### config.mk
export PLATFORM = sky130hd
export DESIGN_NAME = bus_arbiter_flat
export DESIGN_NICKNAME = d
export VERILOG_FILES = /design/src/rtl/bus_arbiter_if.sv /design/src/rtl/bus_arbiter.sv /design/src/flat_wrapper.sv
export SDC_FILE = /design/constraint.sdc
export NUM_CORES = 1
export LEC_CHECK = 0
export ABC_CLOCK_PERIOD_IN_PS = 2150
export CAP_MARGIN = 40
export CORE_UTILIZATION = 24
export CTS_CLUSTER_DIAMETER = 200
export DETAILED_ROUTE_END_ITERATION = 8
export PLACE_DENSITY = 0.85
export SLEW_MARGIN = 20
export SYNTH_ARGS = -nofsm -noshare
export SYNTH_HDL_FRONTEND = slang
export SYNTH_SLANG_ARGS = --single-unit
### constraint.sdc
create_clock -name clk -period 2.15 [get_ports clk]
set_clock_uncertainty 0.2 [all_clocks]
set_input_delay 0.3225 -clock clk [delete_from_list [all_inputs] [get_ports clk]]
set_output_delay 0.3225 -clock clk [all_outputs]
set_load 0.1 [all_outputs]
### src/rtl/bus_arbiter_if.sv
// Command-bus handshake bundle between the requesting FSMs, the arbiter and the bus sink.
// The master side drives requests, command words and sink readiness; the slave side is the arbiter.
interface bus_arbiter_if #(
  parameter int NUM_REQ = 2,
  parameter int ADDRW   = 24
);
  logic [NUM_REQ-1:0]             arb_req;
  logic [NUM_REQ*(ADDRW+8)-1:0]   req_data;
  logic [NUM_REQ-1:0]             arb_grant;
  logic                           bus_ready;
  logic                           bus_valid;
  logic [ADDRW+7:0]               bus_data;

  modport master (
    output arb_req, req_data, bus_ready,
    input  arb_grant, bus_valid, bus_data
  );

  modport slave (
    input  arb_req, req_data, bus_ready,
    output arb_grant, bus_valid, bus_data
  );
endinterface

### src/rtl/bus_arbiter.sv
// Round-robin arbiter sharing one command bus among NUM_REQ control FSMs.
// One winner per ISSUE phase; the grant pulses in the cycle the sink accepts the word.
module bus_arbiter #(
  parameter int NUM_REQ = 2,
  parameter int ADDRW   = 24,
  parameter int IDXW    = $clog2(NUM_REQ)
) (
  input  logic         clk,
  input  logic         rst_n,
  bus_arbiter_if.slave bif
);
  localparam int W = ADDRW + 8;

  typedef enum logic {IDLE, ISSUE} state_t;

  state_t          state;
  logic [IDXW-1:0] win;
  logic [IDXW-1:0] ptr;
  logic [IDXW-1:0] pick;
  logic [IDXW-1:0] cand;
  logic [IDXW-1:0] win_nxt;
  logic            found;
  logic            win_req;
  int              idx;
  logic [W-1:0]    words [NUM_REQ];

  for (genvar g = 0; g < NUM_REQ; g++) begin : g_unpack
    assign words[g] = bif.req_data[g*W +: W];
  end

  // Search starts at ptr and wraps at NUM_REQ, not at 2**IDXW.
  always_comb begin
    found = 1'b0;
    pick  = '0;
    cand  = '0;
    idx   = 0;
    for (int k = 0; k < NUM_REQ; k++) begin
      idx = int'(ptr) + k;
      if (idx >= NUM_REQ) idx = idx - NUM_REQ;
      cand = IDXW'(idx);
      if (!found && bif.arb_req[cand]) begin
        found = 1'b1;
        pick  = cand;
      end
    end
  end

  assign win_req = bif.arb_req[win];
  assign win_nxt = (win == IDXW'(NUM_REQ - 1)) ? '0 : win + IDXW'(1);

  always_ff @(posedge clk or negedge rst_n) begin
    if (!rst_n) begin
      state <= IDLE;
      win   <= '0;
      ptr   <= '0;
    end else begin
      case (state)
        IDLE: begin
          if (found) begin
            win   <= pick;
            state <= ISSUE;
          end
        end
        ISSUE: begin
          if (!win_req) begin
            state <= IDLE;
          end else if (bif.bus_ready) begin
            ptr   <= win_nxt;
            state <= IDLE;
          end
        end
        default: state <= IDLE;
      endcase
    end
  end

  // Valid is decoded from the state flop only; a withdrawn winner still shows valid
  // for its final cycle, so the sink qualifies acceptance with the grant.
  assign bif.bus_valid = (state == ISSUE);
  assign bif.bus_data  = (state == ISSUE) ? words[win] : '0;

  always_comb begin
    bif.arb_grant = '0;
    if (state == ISSUE && win_req && bif.bus_ready) bif.arb_grant[win] = 1'b1;
  end
endmodule

### src/flat_wrapper.sv
// flat-port wrapper written by rule: the top's interface ports become plain ports
module bus_arbiter_flat 
#(
  parameter int NUM_REQ = 2,
  parameter int ADDRW   = 24,
  parameter int IDXW    = $clog2(NUM_REQ)
)
  (clk, rst_n, bif_arb_req, bif_req_data, bif_bus_ready, bif_arb_grant, bif_bus_valid, bif_bus_data);
  bus_arbiter_if #(.NUM_REQ(NUM_REQ), .ADDRW(ADDRW)) bif_i ();
  input  logic clk;
  input  logic rst_n;
  input wire logic [$bits(bif_i.arb_req)-1:0] bif_arb_req;
  input wire logic [$bits(bif_i.req_data)-1:0] bif_req_data;
  input wire logic [$bits(bif_i.bus_ready)-1:0] bif_bus_ready;
  output wire logic [$bits(bif_i.arb_grant)-1:0] bif_arb_grant;
  output wire logic [$bits(bif_i.bus_valid)-1:0] bif_bus_valid;
  output wire logic [$bits(bif_i.bus_data)-1:0] bif_bus_data;
  assign bif_i.arb_req = bif_arb_req;
  assign bif_i.req_data = bif_req_data;
  assign bif_i.bus_ready = bif_bus_ready;
  assign bif_arb_grant = bif_i.arb_grant;
  assign bif_bus_valid = bif_i.bus_valid;
  assign bif_bus_data = bif_i.bus_data;
  bus_arbiter #(.NUM_REQ(NUM_REQ), .ADDRW(ADDRW), .IDXW(IDXW)) u_core (.clk(clk), .rst_n(rst_n), .bif(bif_i));
endmodule
# Word-level counts from Yosys, hierarchy flattened
# Cells that the tools add are included.
# classes
addsub	4
n_lt_le_gt_ge	7
n_mux	24
bitwise_logic	2
n_reduce_logical	7
# op_table
cell	count
$mux 32	4
$mux 1	17
$lt 1x2->1 const B	3
$ge 2x2->1 const B	2
$logic_and 1x1->1	4
$reduce_and 3->1	1
$add 1x1->2 const B	1
$ge 1x2->1 const B	1
$mux 2	1
$not 1->2	1
$pmux 1 s2	1
$reduce_and 2->1	1
$sub 1x1->1 const B	2
$add 1x1->1 const B	1
$demux 1 s1	1
$ge 1x1->1 const B	1
$logic_not 1->1	1
$not 1->1	1
# word_totals
ff_bits	3
input_bits	69
out_inout_bits	35
wordCells	47

# Depth between registers and ports, before layout
# logic_depth
word_depth	10
depth_mapped	4
mapped_depth_nobuf	3

# Worst setup path before layout
# Ideal clock, no wire load.
# synth_path
path_type	flip-flop to output port
from	reg u_core.state (netlist: u_core.bif.bus_valid)
to	out bif_bus_data[10]
t_arrival_ns	2.653
required_time_ns	1.627
slack_ns	-1.026
stages_incl_launch_ff	4
path_buffers	1
path_cell_list	dfrtp_1 -> inv_2 -> clkbuf_1 -> nor2_1
# synth_between
elab_chain_len	1
# synth_lines
item	line_no	rtl
from (decl)	bus_arbiter.sv:16	state_t state;
from (signal assigned)	bus_arbiter.sv:53	state <= IDLE;
from (signal assigned)	bus_arbiter.sv:61	state <= ISSUE;
from (signal assigned)	bus_arbiter.sv:66	state <= IDLE;
$mux 32	bus_arbiter.sv:80	assign bif.bus_data = (state == ISSUE) ? words[win] : '0;
to (decl)	flat_wrapper.sv:17	output wire logic [$bits(bif_i.bus_data)-1:0] bif_bus_data;
# Every way passes these cells.

# Worst setup path after layout
# layout_path
from	reg u_core.win
to	out bif_bus_data[15]
# layout_between
elab_chain_len	5
# layout_lines
item	line_no	rtl
from (decl)	bus_arbiter.sv:17	logic [IDXW-1:0] win;
from (signal assigned)	bus_arbiter.sv:60	win <= pick;
$not 1->2 (not written as such)	bus_arbiter.sv:80	
$mux 32 (not written as such) (3 in series)	bus_arbiter.sv:80	
$mux 32	bus_arbiter.sv:80	
# Every way passes these cells. The select of a mux whose other input is x is not followed.

==> impl_metrics.env <==
export IMPL_grt_overflow_total=0
export IMPL_cts_tree="yes"
export IMPL_clk_pin_slew_ns=0.04
export IMPL_synth_most_common_cell="nor2_1"
export IMPL_track_usage_pct=23.9
export IMPL_crit_buf_inv=2
export IMPL_route_detailed_wl_per_inst_um=16.5
export IMPL_postRouteWirelength_mm=3.66
export IMPL_cap_violations=0
export IMPL_dr_pass1_iters=2
export IMPL_finalInstanceArea_um2=2200
export IMPL_period_share_pct=94.8
export IMPL_grt_pass1_wl_mm=5.03
export IMPL_gp_congestion=0.687
export IMPL_start_kind="register"
export IMPL_end_kind="output port"
export IMPL_synth_area_um2=674
export IMPL_hold_viol_final=0
export IMPL_dieWidth_um=55.0
export IMPL_max_freq_mhz=491
export IMPL_fin_cells=222
export IMPL_post_cts_buffers=0
export IMPL_initial_core_util_pct=26.3
export IMPL_synth_top_area_share_pct=47.5
export IMPL_outcome="finished, final reports clean"
export IMPL_ys_types=16
export IMPL_async_reset_ff_share_pct=100
export IMPL_crit_type="reg -> out"
export IMPL_portBuffers=103
export IMPL_h_tree_depth=1
export IMPL_cts_made_buffers=3
export IMPL_final_core_util_pct=85.6
export IMPL_core_area_um2=2570
export IMPL_yosys_register_bits=3
export IMPL_ctsHoldBuffers=0
export IMPL_path_max_fanout=21
export IMPL_syn_nets=158
export IMPL_cp_top_family="buffers and inverters"
export IMPL_slowest_delay_ns=0.36
export IMPL_area_growth_pct=226
export IMPL_vias=1057
export IMPL_via_per_inst=4.76
export IMPL_drive_gt1_share_pct=40.6
export IMPL_ioPinCount=104
export IMPL_grt_pass1_vias=1138
export IMPL_p_per_area_nw_per_um2=1430
export IMPL_totalPowerFinal_mw=3.15
export IMPL_clock_sinks=3
export IMPL_cts_resized=0
export IMPL_worstPathCellList="buf_4 -> mux2i_1 -> nor2_4 -> buf_12"
export IMPL_ant_nets=0
export IMPL_drv_slew=0
export IMPL_place_detailed_hpwl_mm=3.17
export IMPL_clk_latency_ns=0.24
export IMPL_diodes=0
export IMPL_cts_root_buf="clkbuf_4"
export IMPL_die_area_um2=3030
export IMPL_min_path_type="in -> async"
export IMPL_max_slew_worst_pin_slew_ns=0.283
export IMPL_synth_edf_count=0
export IMPL_yosysWarnings=0
export IMPL_synth_top_cell_by_area="mux2i_1"
export IMPL_drc=0
export IMPL_ir_worst_vdd_mv=1.39
export IMPL_dpl_instance_area_um2=2170
export IMPL_num_rows=18
export IMPL_yosys_top_cells_area="mux2i_1 47%, nor2_1 19%, dfrtp_1 11%"
export IMPL_initialDrtViolationCount=4
export IMPL_worstPathArrival_ns=1.51
export IMPL_die_y_um=55.0
export IMPL_period_needed_ns=2.04
export IMPL_leakage_nw=0.914
export IMPL_synth_avg_cell_area_um2=7.58
export IMPL_nNetsFinal=262
export IMPL_ys_seq_area_share_pct=11.1
export IMPL_ys_flop_type="dfrtp_1"
export IMPL_rsz0062_at_grt="false"
export IMPL_dp_cells=218
export IMPL_setup_violations=0
export IMPL_cts_buffer_depth=2
export IMPL_required_ns=1.63
export IMPL_slowest_stage="dfrtp_2"
export IMPL_grt_max_degree=35
export IMPL_synthesis_instances=89
export IMPL_finalSetupTns_ns=0
export IMPL_synth_commonest_cells="34 x nor2_1, 32 x mux2i_1, 3 x buf_12, 3 x dfrtp_1"
export IMPL_slew_headroom_pct=80.6
export IMPL_grt_antenna_before_repair=0
metrics by stage:
stage | setup slack [ns] | hold WS [ns]
6_report | 0.113 | 0.0774
5_1_grt | 0.0641 | 0.0855
4_1_cts | 0.105 | 0.0823
3_5_place_dp | 0.293 | 0.329
3_3_place_gp | 0.320 | 0.311
2_1_floorplan | -0.154 | -0.173
where the power goes:
group | total (mW) | switching [mW] | internal (mW)
combinational | 2.94 | 1.89 | 1.05
clock | 0.103 | 0.0332 | 0.0698
sequential | 0.106 | 0.0228 | 0.0827
total | 3.15 | 1.95 | 1.20
layout by cell type (no fill, tap or decap):
master           instances
a21oi_1                  2
o21ai_0                  1
dfrtp_2                  1
clkdlybuf4s50_1         68
buf_12                  35
clkbuf_1                 1
nand2_1                  2
a22o_1                   1
a31oi_1                  2
o21ai_1                  1
dfrtp_4                  1
nand3_1                  2
dfrtp_1                  1
clkbuf_4                 3
inv_1                    1
buf_4                    3
nor2_4                  10
inv_2                    1
nor2_2                  24
mux2i_1                 32
area by class of cell:
| type | count | area, um^2 |
|---|---|---|
| clock buffer | 4 | 26.3 |
| fill | 145 | 370 |
| inverter | 2 | 7.51 |
| multi-input combinational | 77 | 642 |
| sequential | 3 | 80.1 |
| tap | 30 | 37.5 |
| timing repair buffer | 106 | 1400 |
registers in the layout, indices dropped and copies added, names as in the netlist:
register,cells
u_core.ptr,1
u_core.bif.bus_valid,1
u_core.win,1
layer usage:
metal  GRT usage (%)  routed length [um]  share of wire, %  vias up
met4            6.67                  53               1.4        0
met2            51.6                2040                56       73
met1            19.3                1060                29      466
met5               0                   0                 0        -
met3            8.20                 504                14        4
li1                -                   -                 -      514
worst paths after layout:
check / endpoint / slack [ns] / cells after the start / startpoint
worst min register to register: u_core.ptr / 0.38 / 2 / u_core.ptr
worst max-delay path: bif_bus_data[15] / 0.11 / 4 / u_core.win
max in group asynchronous: u_core.bif.bus_valid / 1.50 / 1 / rst_n
min in group clk: u_core.ptr / 0.38 / 2 / u_core.ptr
worst max register to register: u_core.win / 0.72 / 4 / u_core.bif.bus_valid
worst min-delay path: u_core.ptr / 0.08 / 1 / rst_n
worst register-to-register path, stage by stage, from the launching register on:
cell and delay (ns):
dfrtp_4 0.50, inv_2 0.08, buf_12 0.26, a21oi_1 0.11, a31oi_1 0.18
cell families (layout without fill, tap and decap cells):
group           after synthesis  count (layout)  share of synthesized area [%]
simple gates                 38              38                           21.5
mux                          32              32                           47.5
buf+inv                       9             112                           13.7
compound gates                7               7                           6.12
flops                         3               3                           11.1
Note: power is estimated with default switching activity, not from simulation.
